$ cat config.mk
export PLATFORM = sky130hd
export DESIGN_NAME = ncpu32k_cell_pipebuf_flat
export DESIGN_NICKNAME = d
export VERILOG_FILES = /design/src/rtl/ncpu32k_cell_pipebuf_if.sv /design/src/rtl/ncpu32k_cell_pipebuf.sv /design/src/flat_wrapper.sv
export SDC_FILE = /design/constraint.sdc
export NUM_CORES = 1
export LEC_CHECK = 0
export ABC_AREA = 1
export BUFFER_PORTS_ARGS = -buffer_cell sky130_fd_sc_hd__buf_2
export CAP_MARGIN = 20
export CORE_AREA = 8 8 45 47
export DETAILED_ROUTE_END_ITERATION = 8
export DIE_AREA = 0 0 53 55
export GPL_ROUTABILITY_DRIVEN = 0
export PLACE_DENSITY = 0.44
export SETUP_SLACK_MARGIN = 0.05
export SLEW_MARGIN = 15
export SYNTH_ARGS = -nofsm -noshare
export SYNTH_HDL_FRONTEND = slang
export SYNTH_SLANG_ARGS = --single-unit
$ cat constraint.sdc
create_clock -name CLK -period 3.04 [get_ports CLK]
set_clock_uncertainty 0.2 [all_clocks]
set_input_delay 0.304 -clock CLK [delete_from_list [all_inputs] [get_ports CLK]]
set_output_delay 0.304 -clock CLK [all_outputs]
set_load 0.005 [all_outputs]
$ cat src/rtl/ncpu32k_cell_pipebuf_if.sv
// ncpu32k_cell_pipebuf_if
// Handshake bundle for the two-entry pipeline buffer.
//   slave  : the buffer's view (takes din/in_valid/out_ready, drives the rest)
//   master : the surrounding logic's view (producer + consumer sides)
// Optional flush line exists only when NCPU_PIPEBUF_FLUSH_EN is defined.
interface ncpu32k_cell_pipebuf_if #(
  parameter int DW = 1
);
  // upstream side
  logic [DW-1:0] din;
  logic          in_valid;
  logic          in_ready;
  // downstream side
  logic [DW-1:0] dout;
  logic          out_valid;
  logic          out_ready;
  // occupancy
  logic [1:0]    count;
`ifdef NCPU_PIPEBUF_FLUSH_EN
  logic          flush;
`endif

`ifdef NCPU_PIPEBUF_FLUSH_EN
  modport slave (
    input  din,
    input  in_valid,
    output in_ready,
    output dout,
    output out_valid,
    input  out_ready,
    input  flush,
    output count
  );

  modport master (
    output din,
    output in_valid,
    input  in_ready,
    input  dout,
    input  out_valid,
    output out_ready,
    output flush,
    input  count
  );
`else
  modport slave (
    input  din,
    input  in_valid,
    output in_ready,
    output dout,
    output out_valid,
    input  out_ready,
    output count
  );

  modport master (
    output din,
    output in_valid,
    input  in_ready,
    input  dout,
    input  out_valid,
    output out_ready,
    input  count
  );
`endif

endinterface

$ cat src/rtl/ncpu32k_cell_pipebuf.sv
// ncpu32k_cell_pipebuf
// Two-entry valid/ready skid buffer. The main register feeds dout; the skid
// register catches the one extra word accepted while the consumer stalls.
// in_ready is derived only from local state and RST_n, so no combinational
// path runs from out_ready back to the producer.
// Optional feature: define NCPU_PIPEBUF_FLUSH_EN to add a flush input that
// empties the buffer (data registers keep their contents).
module ncpu32k_cell_pipebuf #(
  parameter int             DW         = 1,
  parameter logic [DW-1:0]  RST_VECTOR = {DW{1'b0}}
) (
  input  logic                          CLK,
  input  logic                          RST_n,
  ncpu32k_cell_pipebuf_if.slave         bus
);

  // Occupancy encoding; the value 2'b11 is unused and recovers to EMPTY.
  typedef enum logic [1:0] {
    ST_EMPTY = 2'b00,
    ST_ONE   = 2'b01,
    ST_FULL  = 2'b10
  } state_t;

  state_t        state_q, state_d;
  logic [DW-1:0] main_q, main_d;
  logic [DW-1:0] skid_q, skid_d;
  logic          out_valid_q, out_valid_d;
  logic          not_full_q, not_full_d;
  logic [1:0]    count_q, count_d;

  logic          in_ready;
  logic          push;
  logic          pop;
  logic          flush;

`ifdef NCPU_PIPEBUF_FLUSH_EN
  assign flush = bus.flush;
`else
  assign flush = 1'b0;
`endif

  // Handshake qualifiers; in_ready never looks at out_ready or in_valid.
  assign in_ready = RST_n & not_full_q;
  assign push     = bus.in_valid & in_ready;
  assign pop      = out_valid_q & bus.out_ready;

  assign bus.in_ready  = in_ready;
  assign bus.dout      = main_q;
  assign bus.out_valid = out_valid_q;
  assign bus.count     = count_q;

  // Next-state and datapath selection for the two storage registers.
  always_comb begin
    state_d = state_q;
    main_d  = main_q;
    skid_d  = skid_q;

    unique case (state_q)
      ST_EMPTY: begin
        if (push) begin
          state_d = ST_ONE;
          main_d  = bus.din;
        end
      end
      ST_ONE: begin
        if (push && pop) begin
          // Head leaves while the new word takes its place.
          main_d = bus.din;
        end else if (push) begin
          // Consumer stalled: park the new word behind the head.
          state_d = ST_FULL;
          skid_d  = bus.din;
        end else if (pop) begin
          // main keeps the consumed word so dout stays defined.
          state_d = ST_EMPTY;
        end
      end
      ST_FULL: begin
        if (pop) begin
          state_d = ST_ONE;
          main_d  = skid_q;
        end
      end
      default: begin
        state_d = ST_EMPTY;
      end
    endcase

    // Flush wins over any concurrent transfer; stored data is left alone.
    if (flush) begin
      state_d = ST_EMPTY;
      main_d  = main_q;
      skid_d  = skid_q;
    end
  end

  // Registered status outputs, all derived from the next state.
  always_comb begin
    out_valid_d = (state_d != ST_EMPTY);
    not_full_d  = (state_d != ST_FULL);
    count_d     = 2'd0;
    case (state_d)
      ST_ONE:  count_d = 2'd1;
      ST_FULL: count_d = 2'd2;
      default: count_d = 2'd0;
    endcase
  end

  // State and data registers with synchronous active-low reset.
  always_ff @(posedge CLK) begin
    if (!RST_n) begin
      state_q     <= ST_EMPTY;
      main_q      <= RST_VECTOR;
      skid_q      <= RST_VECTOR;
      out_valid_q <= 1'b0;
      not_full_q  <= 1'b1;
      count_q     <= 2'd0;
    end else begin
      state_q     <= state_d;
      main_q      <= main_d;
      skid_q      <= skid_d;
      out_valid_q <= out_valid_d;
      not_full_q  <= not_full_d;
      count_q     <= count_d;
    end
  end

endmodule

$ cat src/flat_wrapper.sv
// flat-port wrapper written by rule: the top's interface ports become plain ports
module ncpu32k_cell_pipebuf_flat 
#(
  parameter int             DW         = 1,
  parameter logic [DW-1:0]  RST_VECTOR = {DW{1'b0}}
)
  (CLK, RST_n, bus_din, bus_in_valid, bus_in_ready, bus_dout, bus_out_valid, bus_out_ready, bus_count);
  ncpu32k_cell_pipebuf_if #(.DW(DW)) bus_i ();
  input  logic CLK;
  input  logic RST_n;
  input wire logic [$bits(bus_i.din)-1:0] bus_din;
  input wire logic [$bits(bus_i.in_valid)-1:0] bus_in_valid;
  output wire logic [$bits(bus_i.in_ready)-1:0] bus_in_ready;
  output wire logic [$bits(bus_i.dout)-1:0] bus_dout;
  output wire logic [$bits(bus_i.out_valid)-1:0] bus_out_valid;
  input wire logic [$bits(bus_i.out_ready)-1:0] bus_out_ready;
  output wire logic [$bits(bus_i.count)-1:0] bus_count;
  assign bus_i.din = bus_din;
  assign bus_i.in_valid = bus_in_valid;
  assign bus_in_ready = bus_i.in_ready;
  assign bus_dout = bus_i.dout;
  assign bus_out_valid = bus_i.out_valid;
  assign bus_i.out_ready = bus_out_ready;
  assign bus_count = bus_i.count;
  ncpu32k_cell_pipebuf #(.DW(DW), .RST_VECTOR(RST_VECTOR)) u_core (.CLK(CLK), .RST_n(RST_n), .bus(bus_i));
endmodule
Word level (Yosys, flattened, before mapping)

Cells that the tools add are included.

Register bits after elaboration: 8
Input bits: 5
Output and inout port bits: 5
Word-level logic and storage cells: 35

Eq/ne operators: 8
Muxes and demuxes: 11
Bitwise operators: 4
Reductions and logical operators: 6

Operator list:

| operator                                                        | count |
|---|---|
| 2-bit two-way mux                                               | 5 |
| 2-bit by 1-bit != test with 1-bit output, second input constant | 3 |
| 2-bit case mux with 3 select lines                              | 1 |
| 2-bit by 1-bit == test with 1-bit output, second input constant | 2 |
| 2-bit == test, second input constant                            | 2 |
| 2-bit case mux with 2 select lines                              | 1 |
| 4-bit AND reduction                                             | 1 |
| 1-bit bitwise AND                                               | 3 |
| 1-bit two-way mux                                               | 3 |
| 1-bit case mux with 3 select lines                              | 1 |
| 3-bit AND reduction                                             | 1 |
| 3-bit nonzero test                                              | 1 |
| 2-bit zero test                                                 | 1 |
| 2-bit != test, second input constant                            | 1 |
| 2-bit nonzero test                                              | 1 |
| 1-bit logical AND                                               | 1 |
| 1-bit inverter                                                  | 1 |

Logic depth before layout (Yosys ltp)

Gate-level depths: netlist of the first run.

Depth in word-level cells: 7
Depth in mapped cells: 7
Gate-level depth less buffers: 7

Least setup slack after synthesis of the first run

No wires, ideal clock.

Path kind: register -> register
Start: reg u_core.state_q[1]
End: reg u_core.skid_q
Setup time: 116 ps
Arrival time: 808 ps
Setup slack: 1916 ps
Cell stages (with the launch flop): 7
Clock period less this slack: 1124 ps
Cell sequence: dfxtp_1 -> inv_2 -> nand2_1 -> nor2_1 -> nand2_1 -> o21ai_0 -> nor2_1

Longest elaborated chain between the ends: 2

RTL lines:

| what                                     | RTL line                    | RTL |
|---|---|---|
| start, declared                          | ncpu32k_cell_pipebuf.sv:24  | `state_t state_q, state_d;` |
| start signal, assigned                   | ncpu32k_cell_pipebuf.sv:119 | `state_q <= state_d;` |
| 2-bit by 1-bit == test with 1-bit output | ncpu32k_cell_pipebuf.sv:58  | `unique case (state_q)` |
| 3-bit AND reduction (no source line)     | --                          |  |
| end signal, assigned                     | ncpu32k_cell_pipebuf.sv:121 | `skid_q <= skid_d;` |
| end, declared                            | ncpu32k_cell_pipebuf.sv:26  | `logic [DW-1:0] skid_q, skid_d;` |

Every way passes these cells.
A chain may end at the register's enable or synchronous reset.

Final worst setup path of the first run

Start: reg u_core.not_full_q
End: out bus_in_ready

Longest elaborated chain between the ends: 1

RTL lines:

| what                   | RTL line                    | RTL |
|---|---|---|
| start, declared        | ncpu32k_cell_pipebuf.sv:28  | `logic not_full_q, not_full_d;` |
| start signal, assigned | ncpu32k_cell_pipebuf.sv:123 | `not_full_q <= not_full_d;` |
| 1-bit bitwise AND      | ncpu32k_cell_pipebuf.sv:43  | `assign in_ready = RST_n & not_full_q;` |
| end, declared          | flat_wrapper.sv:13          | `output wire logic [$bits(bus_i.in_ready)-1:0] bus_in_ready;` |

Every way passes these cells.

==> results of run 1 <==
Yosys cell counts:
| library cell | number | share of area |
|---|---|---|
| nand2_1 | 12 | 0.13 |
| dfxtp_1 | 8 | 0.48 |
| inv_1 | 8 | 0.089 |
| nor2_1 | 6 | 0.067 |
| nand3_1 | 2 | 0.030 |
| nand3_2 | 2 | 0.059 |
| nor3b_1 | 2 | 0.045 |
| o21ai_0 | 2 | 0.030 |
| a21oi_1 | 1 | 0.015 |
| inv_2 | 1 | 0.011 |
| nand2_2 | 1 | 0.019 |
| o21ai_2 | 1 | 0.026 |
through the flow:
stage | instances | utilization | cell area (um2) | hold WS, ps
floorplan | 46 | - | 337 | 212
global placement | 71 | 0.290 | 402 | 299
detailed placement | 71 | 0.290 | 402 | 295
CTS | 74 | 0.307 | 424 | 132
global route | 74 | 0.307 | 424 | 150
finish | 74 | 0.307 | 424 | 137
cell families (layout without fill, tap and decap cells):
logic type      count (synthesis)  in the layout
buf+inv                         9             21
compound gates                  4              4
flops                           8              8
simple gates                   25             25
critical path: cells and delay by family (launching register included):
| kind | cells | cell delay (ps) |
|---|---|---|
| buf+inv | 2 | 140 |
| flops | 1 | 340 |
| simple gates | 1 | 60 |
final timing paths:
kind	endpoint	start	cells past startpoint
setup / recovery	bus_in_ready	u_core.not_full_q$_SDFF_PN1_	3
hold / removal	u_core.skid_q$_SDFFE_PN0P_	bus_din	3
setup reg to reg	u_core.skid_q$_SDFFE_PN0P_	u_core.state_q[1]$_SDFF_PN0_	6
hold reg to reg	u_core.skid_q$_SDFFE_PN0P_	u_core.skid_q$_SDFFE_PN0P_	2
flip-flops by register name, summed over array words and instances (netlist names):
register / flops
u_core.bus.count: 2
u_core.bus.dout: 1
u_core.bus.out_valid: 1
u_core.not_full_q: 1
u_core.skid_q: 1
u_core.state_q: 2
layout by cell type, fill, tap and decap left out:
cell type and instances:
inv_2 1, buf_2 9, nand3_2 2, a21oi_1 1
o21ai_0 2, nor3b_1 2, o21ai_2 1, clkbuf_4 3
nand2_2 1, dfxtp_1 8, nand3_1 2, nand2_1 12
nor2_1 6, inv_1 8
per-layer routing:
layer	vias to the layer above	part of all wire	GRT usage	wire length [um]
met2	5	0.50	0.0801	343
li1	164	-	-	-
met4	0	0.039	0.103	27
met5	-	0	0	0
met1	137	0.40	0.0502	275
met3	2	0.057	0.00802	39
where the power goes:
| part | leakage [nW] | internal, W | switching [W] |
|---|---|---|---|
| clock | 0.0138 | 0.0000450 | 0.0000334 |
| combinational | 0.161 | 0.0000149 | 0.0000193 |
| sequential | 0.0655 | 0.000113 | 0.00000465 |
final cells by class:
| type | count | area [um2] | area share |
|---|---|---|---|
| well taps | 16 | 20.0 | 0.0472 |
| multi-input cells | 29 | 143 | 0.336 |
| flip-flops and latches | 8 | 160 | 0.378 |
| repair buffers | 9 | 45.0 | 0.106 |
| inverters | 9 | 33.8 | 0.0796 |
| clock buffers | 3 | 22.5 | 0.0531 |
==> impl_metrics.env, run 1 <==
export IMPL_powerDensity_nw_per_um2=542
export IMPL_clock_sinks=8
export IMPL_cts_buffers_inserted=3
export IMPL_synth_compound_area_frac=0.0706
export IMPL_dieArea_um2=2920
export IMPL_netlist_area_um2=337
export IMPL_path_max_fanout=2
export IMPL_drtPass1Iterations=2
export IMPL_syn_instance_count=46
export IMPL_rsz0062_at_grt="false"
export IMPL_post_synth_mux_area_share=0
export IMPL_insertion_delay_ps=250
export IMPL_path_clk_slew_ps=50
export IMPL_ios=10
export IMPL_crit_chain="nand2_1, inv_1, buf_2"
export IMPL_area_growth_pct=26.0
export IMPL_fin_crit_sh=0.423
export IMPL_fillers=154
export IMPL_wl_per_cell_um=9.26
export IMPL_vias=308
export IMPL_r2r_slack_ps=1810
export IMPL_max_stage_delay_ps=340
export IMPL_dp_hpwl_um=560
export IMPL_start_util=0.243
export IMPL_drive_above_1_share=0.293
export IMPL_ys_ff_latch=8
export IMPL_post_route_drc_count=0
export IMPL_synth_top_family_by_area="simple AND/OR/NAND/NOR gates"
export IMPL_crit_path_start_kind="flop"
export IMPL_cts_setup_buffers=0
export IMPL_syn_area_per_cell_um2=7.32
export IMPL_yosys_area_share_simple=0.353
export IMPL_cts_resized=0
export IMPL_num_nets_final=65
export IMPL_drtIter0Drc=5
export IMPL_required_ps=2540
export IMPL_grt_pass1_wl_um=1100
export IMPL_slew_violations=0
export IMPL_rows=14
export IMPL_numPortBuffers=9
export IMPL_cts_hold_buf=0
export IMPL_ir_worst_vdd_v=0.000137
export IMPL_cpMaxStageDelayCell="dfxtp_1"
export IMPL_cts_root_buffer="clkbuf_4"
export IMPL_fmax_mhz=777
export IMPL_h_tree_depth=1
export IMPL_gr_total_overflow=0
export IMPL_leakage_nw=0.241
export IMPL_fp_dieW_um=53
export IMPL_clock_path_buffers=2
export IMPL_yosys_area_share_adder=0
export IMPL_via_per_inst=4.16
export IMPL_fp_coreArea_um2=1380
export IMPL_finalSetupViolCount=0
export IMPL_grt_pass1_vias=302
export IMPL_crit_arrival_ps=780
export IMPL_hold_class="input port to flop"
export IMPL_maxCapViolCount=0
export IMPL_crit_type="flop to primary output"
export IMPL_status="complete, no violations"
export IMPL_die_h_um=55
export IMPL_syn_num_nets=51
export IMPL_yosysSeqAreaShare=0.476
export IMPL_crit_path_end_kind="primary output"
export IMPL_setup_slack_ps=1750
export IMPL_antenna_found_initial=0
export IMPL_cts_tree="built"
export IMPL_yosysUniqueCellTypes=12
export IMPL_dpl_worst_slack_ps=1760
export IMPL_synth_xor_area_share=0
export IMPL_grtUsageTotal=0.0552
export IMPL_setup_tns_final_ps=0
export IMPL_grt_max_degree=7
export IMPL_n_antenna_cell=0
export IMPL_hold_violations=0
export IMPL_ys_warn_count=0
export IMPL_p_total_w=0.000230
export IMPL_worst_pin_slew_ps=198
export IMPL_postRouteAntennaNets=0
export IMPL_max_slew_margin=0.868
export IMPL_totalWireLength_um=685
export IMPL_fin_crit_ps=1290
(Power assumes the default switching activity.)
==> inputs of run 2 (changes only) <==
--- a/config.mk
+++ b/config.mk
@@ -12,7 +12,7 @@
 export DETAILED_ROUTE_END_ITERATION = 8
 export DIE_AREA = 0 0 53 55
 export GPL_ROUTABILITY_DRIVEN = 0
-export PLACE_DENSITY = 0.44
+export PLACE_DENSITY = 0.46
 export SETUP_SLACK_MARGIN = 0.05
 export SLEW_MARGIN = 15
 export SYNTH_ARGS = -nofsm -noshare
==> constraint.sdc (replaced) <==
create_clock -name CLK -period 1.15 [get_ports CLK]
set_clock_uncertainty 0.2 [all_clocks]
set_input_delay 0.115 -clock CLK [delete_from_list [all_inputs] [get_ports CLK]]
set_output_delay 0.115 -clock CLK [all_outputs]
set_load 0.005 [all_outputs]
==> impl_metrics.env, run 2 (synthesized netlist as in run 1, its figures left out) <==
export IMPL_fp_dieW_um=53
export IMPL_leakage_nw=0.266
export IMPL_wl_per_cell_um=10.3
export IMPL_start_util=0.243
export IMPL_power_frac_comb=0.208
export IMPL_drive_above_1_share=0.565
export IMPL_num_nets_final=69
export IMPL_rsz0062_at_grt="true"
export IMPL_crit_type="flop to flop"
export IMPL_rows=14
export IMPL_layout_common_cells="buf_2, nand2_1, inv_1, nand2_2, dfxtp_1"
export IMPL_clock_sinks=8
export IMPL_switching_share=0.276
export IMPL_dp_hpwl_um=572
export IMPL_grt_pass1_vias=308
export IMPL_wl_met3_um=45
export IMPL_drtPass1Iterations=5
export IMPL_area_growth_pct=54.6
export IMPL_max_stage_delay_ps=360
export IMPL_crit_arrival_ps=1090
export IMPL_path_max_fanout=4
export IMPL_dp_cells=72
export IMPL_pwr_share_seq=0.472
export IMPL_post_route_drc_count=0
export IMPL_cpMaxStageDelayCell="dfxtp_4"
export IMPL_fmax_mhz=875
export IMPL_insertion_delay_ps=250
export IMPL_required_ps=1090
export IMPL_highest_layer="met4"
export IMPL_totalWireLength_um=807
export IMPL_status="complete, no violations"
export IMPL_clockPowerShare=0.320
export IMPL_crit_path_end_kind="flop"
export IMPL_maxCapViolCount=0
export IMPL_grt_max_degree=6
export IMPL_powerDensity_nw_per_um2=1280
export IMPL_grt_pass1_wl_um=1250
export IMPL_hold_class="input port to flop"
export IMPL_crit_path_start_kind="flop"
export IMPL_switchingPower_w=0.000184
export IMPL_via_per_inst=4.35
export IMPL_path_clk_slew_ps=60
export IMPL_h_tree_depth=1
export IMPL_antenna_found_initial=0
export IMPL_n_antenna_cell=0
export IMPL_crit_chain="inv_4, nand2_4, nor2_4, nand2_2, o21ai_1, nor2_1"
export IMPL_ios=10
export IMPL_drtIter0Drc=6
export IMPL_postRouteAntennaNets=0
export IMPL_max_slew_margin=0.896
export IMPL_vias=339
export IMPL_wl_met1_um=318
export IMPL_numPortBuffers=9
export IMPL_cts_tree="built"
export IMPL_slew_violations=0
export IMPL_dieArea_um2=2920
export IMPL_fp_coreArea_um2=1380
export IMPL_grtUsageTotal=0.0613
export IMPL_fin_crit_sh=0.994
export IMPL_die_h_um=55
export IMPL_holdWs_ps=21.7
export IMPL_cts_root_buffer="clkbuf_4"
export IMPL_gr_total_overflow=0
export IMPL_fin_crit_ps=1140
export IMPL_met2_length_um=412
export IMPL_cts_buffers_inserted=3
export IMPL_layoutNonFillerInstCount=78
export IMPL_clock_path_buffers=2
export IMPL_ir_worst_vdd_v=0.000672
export IMPL_p_int_w=0.000483
export IMPL_finalSetupViolCount=0
export IMPL_mostFrequentLayoutCell="buf_2"
export IMPL_hold_violations=0
export IMPL_worst_pin_slew_ps=156
-- run 2: routing by layer --
layer,global-route usage,vias to the layer above
met1,0.0581,149
met3,0.0187,4
met4,0.0776,0
li1,-,177
met5,0,-
met2,0.0957,9
-- run 2: area by class of cell --
class,count,area (um2)
flip-flops and latches,8,166
clock buffers,3,22.5
fillers,154,863
multi-input cells,29,195
repair buffers,13,80.1
well taps,16,20.0
inverters,9,36.3
-- run 2: what timing repair did --
action                                  in CTS  in global routing
endpoints found under the setup margin       9                  9
gates resized for setup                      9                 13
endpoints found under the hold margin        5                  0
setup buffers                                1                  0
hold buffers                                 2                  0
pin swaps                                    3                  3
-- run 2: worst max-delay path: cells and delay by family, from the launching register on --
family | cells | cell delay (ps)
compound gates | 1 | 110
buf+inv | 1 | 80
flops | 1 | 360
simple gates | 4 | 280
-- run 2: power by group through the flow --
stage               Clock, W  Combinational, W  Sequential [W]
floorplan                  0         0.0000573        0.000318
global placement           0         0.0000960        0.000317
detailed placement         0         0.0000963        0.000317
CTS                 0.000223          0.000122        0.000312
global route        0.000246          0.000156        0.000317
finish              0.000214          0.000139        0.000315
-- run 2: path summary, 6_finish.rpt --
kind,start,endpoint,slack (ps),cells after the start
max,u_core.state_q[1]$_SDFF_PN0_,u_core.skid_q$_SDFFE_PN0P_,7,6
min,bus_din,u_core.bus.dout$_SDFFE_PN0P_,20,5
max reg2reg,u_core.state_q[1]$_SDFF_PN0_,u_core.skid_q$_SDFFE_PN0P_,7,6
min reg2reg,u_core.skid_q$_SDFFE_PN0P_,u_core.skid_q$_SDFFE_PN0P_,290,2
-- run 2: metrics by stage --
| step | TNS [ps] | utilization | power [W] | cell area (um2) | worst slack, ps |
|---|---|---|---|---|---|
| global route | -188 | 0.376 | 0.000720 | 520 | -45.3 |
| detailed placement | -15.8 | 0.297 | 0.000413 | 412 | -5.84 |
| finish | 0 | 0.376 | 0.000667 | 520 | 6.79 |
| global placement | -31.7 | 0.297 | 0.000413 | 412 | -17.7 |
| CTS | 0 | 0.351 | 0.000657 | 485 | 38.5 |
| floorplan | 0 | - | 0.000375 | 339 | 67.6 |
==> inputs of run 3 (changes only) <==
--- a/config.mk
+++ b/config.mk
@@ -8,9 +8,9 @@
 export ABC_AREA = 1
 export BUFFER_PORTS_ARGS = -buffer_cell sky130_fd_sc_hd__buf_2
 export CAP_MARGIN = 20
-export CORE_AREA = 8 8 45 47
+export CORE_AREA = 2 2 39 41
 export DETAILED_ROUTE_END_ITERATION = 8
-export DIE_AREA = 0 0 53 55
+export DIE_AREA = 0 0 41 43
 export GPL_ROUTABILITY_DRIVEN = 0
 export PLACE_DENSITY = 0.46
 export SETUP_SLACK_MARGIN = 0.05
==> impl_metrics.env, run 3 (synthesized netlist as in run 1, its figures left out) <==
export IMPL_n_antenna_cell=0
export IMPL_ios=10
export IMPL_rows=14
export IMPL_drtPass1Iterations=4
export IMPL_num_nets_final=69
export IMPL_finalSetupViolCount=0
export IMPL_area_growth_pct=45.7
export IMPL_clock_sinks=8
export IMPL_fp_dieW_um=41
export IMPL_dp_hpwl_um=502
export IMPL_vias=322
export IMPL_maxCapViolCount=0
export IMPL_crit_path_end_kind="flop"
export IMPL_pwr_share_seq=0.485
export IMPL_wl_per_cell_um=8.49
export IMPL_worst_pin_slew_ps=168
export IMPL_cts_root_buffer="clkbuf_4"
export IMPL_via_per_inst=4.13
export IMPL_grt_pass1_wl_um=1120
export IMPL_totalWireLength_um=662
export IMPL_fin_crit_sh=0.973
export IMPL_post_route_drc_count=0
export IMPL_rsz0062_at_grt="true"
export IMPL_h_tree_depth=1
export IMPL_gr_total_overflow=0
export IMPL_switchingPower_w=0.000169
export IMPL_switching_share=0.263
export IMPL_grtUsageTotal=0.0968
export IMPL_max_slew_margin=0.888
export IMPL_grt_pass1_vias=300
export IMPL_crit_path_start_kind="flop"
export IMPL_postRouteAntennaNets=0
export IMPL_numPortBuffers=9
export IMPL_required_ps=1090
export IMPL_dieArea_um2=1760
export IMPL_hold_violations=0
export IMPL_die_h_um=43
export IMPL_hold_class="input port to flop"
export IMPL_leakage_nw=0.265
export IMPL_fillers=155
export IMPL_cts_tree="built"
export IMPL_layout_common_cells="nand2_1, buf_2, inv_1"
export IMPL_status="complete, no violations"
export IMPL_p_int_w=0.000473
export IMPL_utilization=0.354
export IMPL_fmax_mhz=894
export IMPL_drive_above_1_share=0.500
export IMPL_insertion_delay_ps=250
export IMPL_clockPowerShare=0.333
export IMPL_crit_type="flop to flop"
export IMPL_fp_coreArea_um2=1380
export IMPL_start_util=0.243
export IMPL_stdcell_area_um2=490
export IMPL_p_total_w=0.000642
export IMPL_cts_buffers_inserted=3
export IMPL_grt_max_degree=6
export IMPL_antenna_found_initial=0
export IMPL_crit_arrival_ps=1060
export IMPL_drtIter0Drc=10
export IMPL_slew_violations=0
export IMPL_path_max_fanout=4
export IMPL_ir_worst_vdd_v=0.000371
export IMPL_path_clk_slew_ps=60
export IMPL_power_frac_comb=0.182
export IMPL_fin_crit_ps=1120
export IMPL_dpl_cell_area_um2=412
export IMPL_powerDensity_nw_per_um2=1310
export IMPL_clock_path_buffers=2
run 3: changes by cell type in the layout (fill, tap and decap cells not counted):
cell / before / now
nand2_1: 7 / 9
nor2_1: 3 / 4
o21ai_0: 0 / 1
inv_1: 5 / 6
o21ai_1: 2 / 1
nor2_2: 1 / 2
o21ai_2: 0 / 1
o21ai_4: 1 / 0
nand2_2: 5 / 4
nand2_4: 1 / 0
nor2_4: 2 / 0
inv_2: 3 / 2
run 3: final timing paths:
kind                                  end  depth (start not counted)  slack [ps]                         start
max reg2reg    u_core.skid_q$_SDFFE_PN0P_                          6          30  u_core.state_q[1]$_SDFF_PN0_
min          u_core.state_q[0]$_SDFF_PN0_                          3          20                         RST_n
min reg2reg    u_core.skid_q$_SDFFE_PN0P_                          2         310    u_core.skid_q$_SDFFE_PN0P_
max            u_core.skid_q$_SDFFE_PN0P_                          6          30  u_core.state_q[1]$_SDFF_PN0_
run 3: area by class of cell:
type,count,area [um2],share of cell area
clock buffers,3,22.5,0.0459
inverters,9,36.3,0.0740
multi-input cells,29,165,0.337
flip-flops and latches,8,166,0.339
well taps,16,20.0,0.0408
repair buffers,13,80.1,0.163
run 3: stage by stage:
step / TNS [ps] / worst slack, ps / std cells / hold WS [ps]
6_report: 0 / 30.8 / 78 / 21.7
5_1_grt: -271 / -34.5 / 78 / 34.0
4_1_cts: 0 / 25.8 / 77 / -73.4
3_5_place_dp: -15.9 / -9.82 / 72 / 188
3_3_place_gp: -17.4 / -10.9 / 72 / 183
2_1_floorplan: 0 / 67.6 / 46 / 22.6
run 3: metal layers:
metal	vias to the layer above	global-route usage	share of wire	wire length (um)
met4	0	0.100	0	0
met3	0	0.0157	0.030	20
li1	174	-	-	-
met2	5	0.128	0.52	342
met1	143	0.121	0.45	299
met5	-	0	0	0
run 3: what timing repair did:
item                                   CTS  global route
hold buffers                             1             1
resized for setup                        6             7
endpoints found under the hold margin    5             1
setup endpoints to repair                8             9
pin swaps                                1             5
setup buffers                            1             0
run 3: critical path: stages, from the launching register on:
cell     delay (ps)
dfxtp_4         360
inv_4            60
nand2_2          40
nor2_2           90
nand2_1          80
o21ai_1         130
nor2_1           50
run 3: power by group through the flow:
stage	combinational [W]	clock (W)	sequential [W]
after CTS	0.000110	0.000223	0.000312
after detailed placement	0.0000948	0	0.000316
final	0.000117	0.000214	0.000311
after global placement	0.0000948	0	0.000316
after floorplan	0.0000573	0	0.000318
after global routing	0.000135	0.000238	0.000314
